===== config.mk =====
export PLATFORM = sky130hd
export DESIGN_NAME = img_reader
export DESIGN_NICKNAME = d
export VERILOG_FILES = /design/src/rtl/img_reader.sv
export SDC_FILE = /design/constraint.sdc
export NUM_CORES = 1
export LEC_CHECK = 0
export BUFFER_PORTS_ARGS = -buffer_cell sky130_fd_sc_hd__buf_2
export CORE_MARGIN = 2
export CORE_UTILIZATION = 55
export DETAILED_ROUTE_END_ITERATION = 7
export PLACE_DENSITY = 0.75
export SYNTH_ARGS = -nofsm -noshare
export SYNTH_HDL_FRONTEND = slang
export SYNTH_HIERARCHICAL = 1
export SYNTH_SLANG_ARGS = --single-unit

===== constraint.sdc =====
create_clock -name clk_i -period 2.3 [get_ports clk_i]
set_input_delay 0.345 -clock clk_i [delete_from_list [all_inputs] [get_ports clk_i]]
set_output_delay 0.345 -clock clk_i [all_outputs]
set_load 0.01 [all_outputs]

===== src/rtl/img_reader.sv =====
`timescale 1ns/1ps
// Small fall-through FIFO: an arriving word is visible at the head in the same cycle when empty.
// Latency 0 clk through an empty FIFO, 1 clk once occupied.
// Backpressure: the producer must hold off when cnt_o reaches DEPTH; there is no full-side stall.
module img_reader_fifo #(
    parameter int WIDTH = 8,
    parameter int DEPTH = 2
) (
    input  logic                       clk_i,
    input  logic                       rst_i,
    input  logic                       push_vld_i,
    input  logic [WIDTH-1:0]           push_dat_i,
    input  logic                       pop_rdy_i,
    output logic                       pop_vld_o,
    output logic [WIDTH-1:0]           pop_dat_o,
    output logic [$clog2(DEPTH+1)-1:0] cnt_o
);
    localparam int PW = (DEPTH > 1) ? $clog2(DEPTH) : 1;
    localparam int CW = $clog2(DEPTH + 1);

    logic [WIDTH-1:0] mem_q [DEPTH];
    logic [PW-1:0]    wr_q;
    logic [PW-1:0]    rd_q;
    logic [CW-1:0]    cnt_q;
    logic             empty;
    logic             wr_en;
    logic             rd_en;

    function automatic logic [PW-1:0] ptr_inc(input logic [PW-1:0] p);
        return (p == PW'(DEPTH - 1)) ? '0 : p + 1'b1;
    endfunction

    assign empty = (cnt_q == '0);
    // A word that arrives into an empty FIFO and is taken in the same cycle is never stored.
    assign wr_en     = push_vld_i && !(empty && pop_rdy_i);
    assign rd_en     = pop_rdy_i && !empty;
    assign pop_vld_o = !empty || push_vld_i;
    assign pop_dat_o = empty ? push_dat_i : mem_q[rd_q];
    assign cnt_o     = cnt_q;

    always_ff @(posedge clk_i or posedge rst_i) begin
        if (rst_i) begin
            wr_q  <= '0;
            rd_q  <= '0;
            cnt_q <= '0;
        end else begin
            if (wr_en) wr_q <= ptr_inc(wr_q);
            if (rd_en) rd_q <= ptr_inc(rd_q);
            cnt_q <= cnt_q + CW'(wr_en) - CW'(rd_en);
        end
    end

    always_ff @(posedge clk_i) begin
        if (wr_en) mem_q[wr_q] <= push_dat_i;
    end
endmodule

// Frame reader: walks img_mem in raster order and streams pixels out with SOF/EOL/EOF tags.
// Latency: start -> first m_valid_o is 2 clk; 1 pixel/clk with m_ready_i=1 and w_busy_i=0.
// Backpressure: reads are issued only while in-flight + buffered < 2, so m_ready_i stalls never drop data.
module img_reader #(
    parameter int  IMG_WIDTH  = 640,
    parameter int  IMG_HEIGHT = 480,
    parameter int  DATA_WIDTH = 8,
    localparam int PIXELS     = IMG_WIDTH * IMG_HEIGHT,
    localparam int AW         = (PIXELS > 1) ? $clog2(PIXELS) : 1
) (
    input  logic                  clk_i,
    input  logic                  rst_i,
    input  logic                  start_i,
    input  logic                  w_busy_i,
    output logic [AW-1:0]         r_addr_o,
    input  logic [DATA_WIDTH-1:0] din_i,
    output logic [DATA_WIDTH-1:0] m_data_o,
    output logic                  m_valid_o,
    input  logic                  m_ready_i,
    output logic                  m_sof_o,
    output logic                  m_eol_o,
    output logic                  m_eof_o,
    output logic                  busy_o,
    output logic                  done_o
);
    localparam int HW = (IMG_WIDTH > 1) ? $clog2(IMG_WIDTH) : 1;
    localparam int VW = (IMG_HEIGHT > 1) ? $clog2(IMG_HEIGHT) : 1;

    typedef enum logic [1:0] {S_IDLE, S_RUN, S_DRAIN} state_t;

    typedef struct packed {
        logic sof;
        logic eol;
        logic eof;
    } tag_t;

    typedef struct packed {
        tag_t                  tag;
        logic [DATA_WIDTH-1:0] dat;
    } beat_t;

    state_t          state_q, state_d;
    logic [AW-1:0]   issue_cnt_q, issue_cnt_d;
    logic [AW-1:0]   r_addr_q, r_addr_d;
    logic [HW-1:0]   h_q, h_d;
    logic [VW-1:0]   v_q, v_d;
    logic            inflight_q, inflight_d;
    tag_t            tag_q, tag_d;
    logic            done_q, done_d;

    beat_t           ret_beat;
    beat_t           head;
    logic            head_vld;
    logic            pop;
    logic [1:0]      fifo_cnt;
    logic            credit_ok;
    logic            last_addr;
    logic            last_col;

    assign last_addr = (issue_cnt_q == AW'(PIXELS - 1));
    assign last_col  = (h_q == HW'(IMG_WIDTH - 1));
    assign credit_ok = (({1'b0, inflight_q} + fifo_cnt) < 2'd2);
    assign pop       = head_vld && m_ready_i;

    always_comb begin
        state_d     = state_q;
        issue_cnt_d = issue_cnt_q;
        h_d         = h_q;
        v_d         = v_q;
        r_addr_d    = r_addr_q;
        tag_d       = tag_q;
        inflight_d  = 1'b0;
        done_d      = pop && head.tag.eof;

        unique case (state_q)
            S_IDLE: begin
                // done_q still high means the previous frame just closed; a start here is dropped.
                if (start_i && !done_q) begin
                    state_d     = S_RUN;
                    issue_cnt_d = '0;
                    h_d         = '0;
                    v_d         = '0;
                end
            end
            S_RUN: begin
                if (!w_busy_i && credit_ok) begin
                    inflight_d = 1'b1;
                    r_addr_d   = issue_cnt_q;
                    tag_d.sof  = (h_q == '0) && (v_q == '0);
                    tag_d.eol  = last_col;
                    tag_d.eof  = last_addr;
                    if (last_addr) begin
                        state_d = S_DRAIN;
                    end else begin
                        issue_cnt_d = issue_cnt_q + 1'b1;
                        if (last_col) begin
                            h_d = '0;
                            v_d = v_q + 1'b1;
                        end else begin
                            h_d = h_q + 1'b1;
                        end
                    end
                end
            end
            S_DRAIN: begin
                if (pop && head.tag.eof) state_d = S_IDLE;
            end
            default: state_d = S_IDLE;
        endcase
    end

    always_ff @(posedge clk_i or posedge rst_i) begin
        if (rst_i) begin
            state_q     <= S_IDLE;
            issue_cnt_q <= '0;
            h_q         <= '0;
            v_q         <= '0;
            r_addr_q    <= '0;
            inflight_q  <= 1'b0;
            tag_q       <= '0;
            done_q      <= 1'b0;
        end else begin
            state_q     <= state_d;
            issue_cnt_q <= issue_cnt_d;
            h_q         <= h_d;
            v_q         <= v_d;
            r_addr_q    <= r_addr_d;
            inflight_q  <= inflight_d;
            tag_q       <= tag_d;
            done_q      <= done_d;
        end
    end

    // din_i belongs to the read issued last cycle; its tags were captured at issue time.
    assign ret_beat = {tag_q, din_i};

    img_reader_fifo #(
        .WIDTH ($bits(beat_t)),
        .DEPTH (2)
    ) u_ret_fifo (
        .clk_i      (clk_i),
        .rst_i      (rst_i),
        .push_vld_i (inflight_q),
        .push_dat_i (ret_beat),
        .pop_rdy_i  (m_ready_i),
        .pop_vld_o  (head_vld),
        .pop_dat_o  (head),
        .cnt_o      (fifo_cnt)
    );

    assign r_addr_o  = r_addr_d;
    assign m_valid_o = head_vld;
    assign m_data_o  = head_vld ? head.dat : '0;
    assign m_sof_o   = head_vld && head.tag.sof;
    assign m_eol_o   = head_vld && head.tag.eol;
    assign m_eof_o   = head_vld && head.tag.eof;
    assign busy_o    = (state_q != S_IDLE);
    assign done_o    = done_q;
endmodule


==> impl_metrics.yaml <==
cts:
  tritoncts_clock_tree: "yes"
  cts.path.max_buffers: 2
  number_of_buffers_created_by_cts: 9
  cts.reportedPaths.clkPinSlew_ns: 0.08
  ctsRootBufferMaster: "sky130_fd_sc_hd__clkbuf_8"
  number_of_clock_sinks: 90
  clock_insertion_delay_worst_skew_ns: 0.36
  h-tree-depth: 3
sta:
  fin_tns_setup_ns: 0
  timing.fmax_ghz: 0.445
  post-route-period-util: 0.978
  setup_viol_count_final: 0
  layout_min_cycle_time_ns: 2.25
  report.final.hold_viol_count: 0
  clock_skew_ns: 0.0102
  slew_viol_final: 0
  slew_headroom: 0.619
  setup_repair_after_global_routing_missed_its_margin: "true"
  worst_pin_slew_ns: 0.570
power_and_ir_drop:
  power_density_nw_per_um2: 1060
  switchingPower_uw: 2060
  post-layout-total-power_uw: 5650
  cellLeakagePower_uw: 0.00239
  p_clk_frac: 0.211
  switching_share: 0.364
  share_seq_of_total_power: 0.375
  cellInternalPower_uw: 3590
  maximum_resistive_drop_on_vdd_mv: 0.606
  combPwrFrac: 0.414
layout:
  post_layout_nonfiller_instances: 635
  insertedDiodeCount: 0
  drive_above_1_share: 0.244
  synthToLayoutAreaGrowth_pct: 18.7
  num-nets-final: 548
routing:
  vias_after_detailed_routing: 3622
  antenna_left: 0
  post_dr_wirelength_cell_um: 15.6
  detailedRoute.firstIterationViolations: 185
  post_route_wl_um: 9890
  avgViaCountPerCell: 5.70
  drt_pass1_iterations: 5
  post-route-drc-count: 0
grt:
  maximum_number_of_pins_on_one_net_before_global_route_repair: 53
  number_of_antenna_violations_at_the_first_check_in_global_routing: 0
  globalRouteOverflowTotal: 0
  via_count_of_the_first_global_routing_pass: 3513
  grt_pass1_wl_um: 16700
  globalRouteTotalUtil: 0.242
critical_path:
  reg2reg_from: "issue_cnt_q[3]$_DFFE_PP0P_"
  crit-reg2reg-capture: "issue_cnt_q[12]$_DFFE_PP0P_"
  critical_path_arrival_ns: 1.90
  crit_start: "inflight_q$_DFF_PP0_"
  reg2regPathDepth: 6
  worst-setup-path-type: "flop to output port"
  reg2reg_slack_ns: 0.14
  startpoint_type: "flop"
  endpoint_kind: "output port"
  worst_setup_path_endpoint: "r_addr_o[5]"
  path_max_fanout: 7
  timing.critical_path.required_ns: 1.96
synth:
  synth_top_cell_by_area: "sky130_fd_sc_hd__dfrtp_1"
  synthesis.nets: 476
  synth.distinct_cells: 55
  post_synth_instance_area_um2: 4480
  postSynthRegisterBits: 90
  synth_enable_flop_cells: 22
  syn-mean-instance-area_um2: 9.83
  netlist_top_cells_count: "sky130_fd_sc_hd__nand2_1, sky130_fd_sc_hd__dfrtp_1, sky130_fd_sc_hd__o21ai_0"
  synth.top_cell.area_share: 0.379
  synth.yosys.warnings: 6
  synthesis.instances: 456
  post_synth_arst_share: 0.756
  synthFlopType: "sky130_fd_sc_hd__dfrtp_1"
  ys_seq_area_frac: 0.527
  synth.top_cells.by_area: "sky130_fd_sc_hd__dfrtp_1, sky130_fd_sc_hd__edfxtp_1, sky130_fd_sc_hd__nand2_1"
  most_frequent_cell_after_synthesis: "sky130_fd_sc_hd__nand2_1"
placement:
  dpl.cell_count: 607
  gp_congestion: 0.894
  io_buffer_count: 45
  hpwl_um: 6760
status:
  run_status: "finished clean"
floorplanning:
  rows: 32
  fp.dieArea_um2: 8890
  die_width_um: 94.3
  die_y_um: 94.3
  initial_core_util: 0.574
  boundaryPins: 46
  fp.coreArea_um2: 7810
hold_path:
  worst_hold_path.num_cells: 1
  worstHoldPathType: "input port to flop"
flow_run:
  count_of_maximum_capacitance_violations: 0
-- worst min path at each step --
stage                     startpoint  slack, ns                               end
after floorplan                rst_i       0.11     u_ret_fifo/cnt_o[0]$_DFF_PP0_
after global placement         rst_i       0.25       u_ret_fifo/rd_q$_DFFE_PP0P_
after detailed placement       rst_i       0.25       u_ret_fifo/rd_q$_DFFE_PP0P_
after CTS                   din_i[2]       0.18  u_ret_fifo/mem_q[1][2]$_DFFE_PP_
after global routing        din_i[2]       0.18  u_ret_fifo/mem_q[1][2]$_DFFE_PP_
final                       din_i[2]       0.19  u_ret_fifo/mem_q[1][2]$_DFFE_PP_
-- worst max-delay path, stage by stage, from the launching register on --
cell	delay (ns)
sky130_fd_sc_hd__dfrtp_2	0.45
sky130_fd_sc_hd__a211o_1	0.32
sky130_fd_sc_hd__a21o_4	0.28
sky130_fd_sc_hd__inv_6	0.10
sky130_fd_sc_hd__clkbuf_16	0.15
sky130_fd_sc_hd__nand2_2	0.05
sky130_fd_sc_hd__nand2_1	0.08
sky130_fd_sc_hd__buf_2	0.13
-- cell type report --
type / instances / area [µm²]
fillers: 610 / 2480
flip-flops and latches: 90 / 2360
multi-input cells: 329 / 1990
repair buffers: 80 / 551
clock buffers: 12 / 145
well taps: 102 / 128
clock inverters: 4 / 75.1
inverters: 18 / 72.6
-- repair_timing --
action,4_1_cts,5_1_grt
setup buffers,2,8
endpoints found under the hold margin,16,0
resized for setup,6,17
pin swaps,0,8
gates cloned,0,1
setup endpoints to repair,19,23
hold buffers,1,0
-- cells by family (layout without fill, tap and decap cells) --
kind of cell,after synthesis,after routing,synth area share
AO/OA/AOI/OAI,98,98,0.150
XOR/XNOR,5,5,0.00977
adder cells (fa/ha/maj),7,7,0.0195
buffers and inverters,37,114,0.0388
flip-flops,90,90,0.527
multiplexers,15,15,0.0338
AND/OR/NAND/NOR,204,204,0.222
-- registers in the layout, indices dropped and copies added (netlist names) --
name and flops:
r_addr_q 19, u_ret_fifo/rd_q 1, h_q 10, u_ret_fifo/mem_q 22
v_q 9, u_ret_fifo/wr_q 1, u_ret_fifo/cnt_o 2, issue_cnt_q 19
ret_beat 3, done_o 1, inflight_q 1, state_q 2
-- power groups by stage --
stage	Clock (µW)	Sequential (µW)	Combinational (µW)
detailed placement	0	2150	2110
global route	1280	2160	2600
floorplan	0	2140	1430
global placement	0	2120	2060
finish	1190	2120	2340
CTS	1210	2110	2190
-- metrics by stage --
| stage | util | setup WS (ns) | instance area (µm²) | hold slack [ns] |
|---|---|---|---|---|
| after CTS | 0.664 | 0.00549 | 5180 | 0.181 |
| after floorplan | - | 0.357 | 4480 | 0.111 |
| after detailed placement | 0.630 | 0.139 | 4920 | 0.254 |
| after global placement | 0.630 | 0.238 | 4920 | 0.248 |
| after global routing | 0.682 | -0.0347 | 5320 | 0.177 |
| final | 0.682 | 0.0506 | 5320 | 0.192 |
-- layout by cell type (no fill, tap or decap), types with 14 or more instances in the layout --
master / Yosys / layout
sky130_fd_sc_hd__edfxtp_1: 22 / 22
sky130_fd_sc_hd__nor3_1: 16 / 16
sky130_fd_sc_hd__o21ai_0: 33 / 31
sky130_fd_sc_hd__buf_4: 2 / 29
sky130_fd_sc_hd__buf_2: 4 / 44
sky130_fd_sc_hd__nand3_1: 19 / 19
sky130_fd_sc_hd__nand2_1: 83 / 73
sky130_fd_sc_hd__inv_1: 17 / 16
sky130_fd_sc_hd__mux2i_1: 14 / 14
sky130_fd_sc_hd__nor2_1: 25 / 25
sky130_fd_sc_hd__dfrtp_1: 68 / 67
-- routing by layer --
layer,GRT usage,vias up,routed length [µm]
li1,-,1768,-
met1,0.324,1747,4510
met2,0.390,89,4750
met3,0.0546,18,457
met4,0.0833,0,176
met5,0,-,0
No activity file was read; power rests on OpenSTA's default activity.
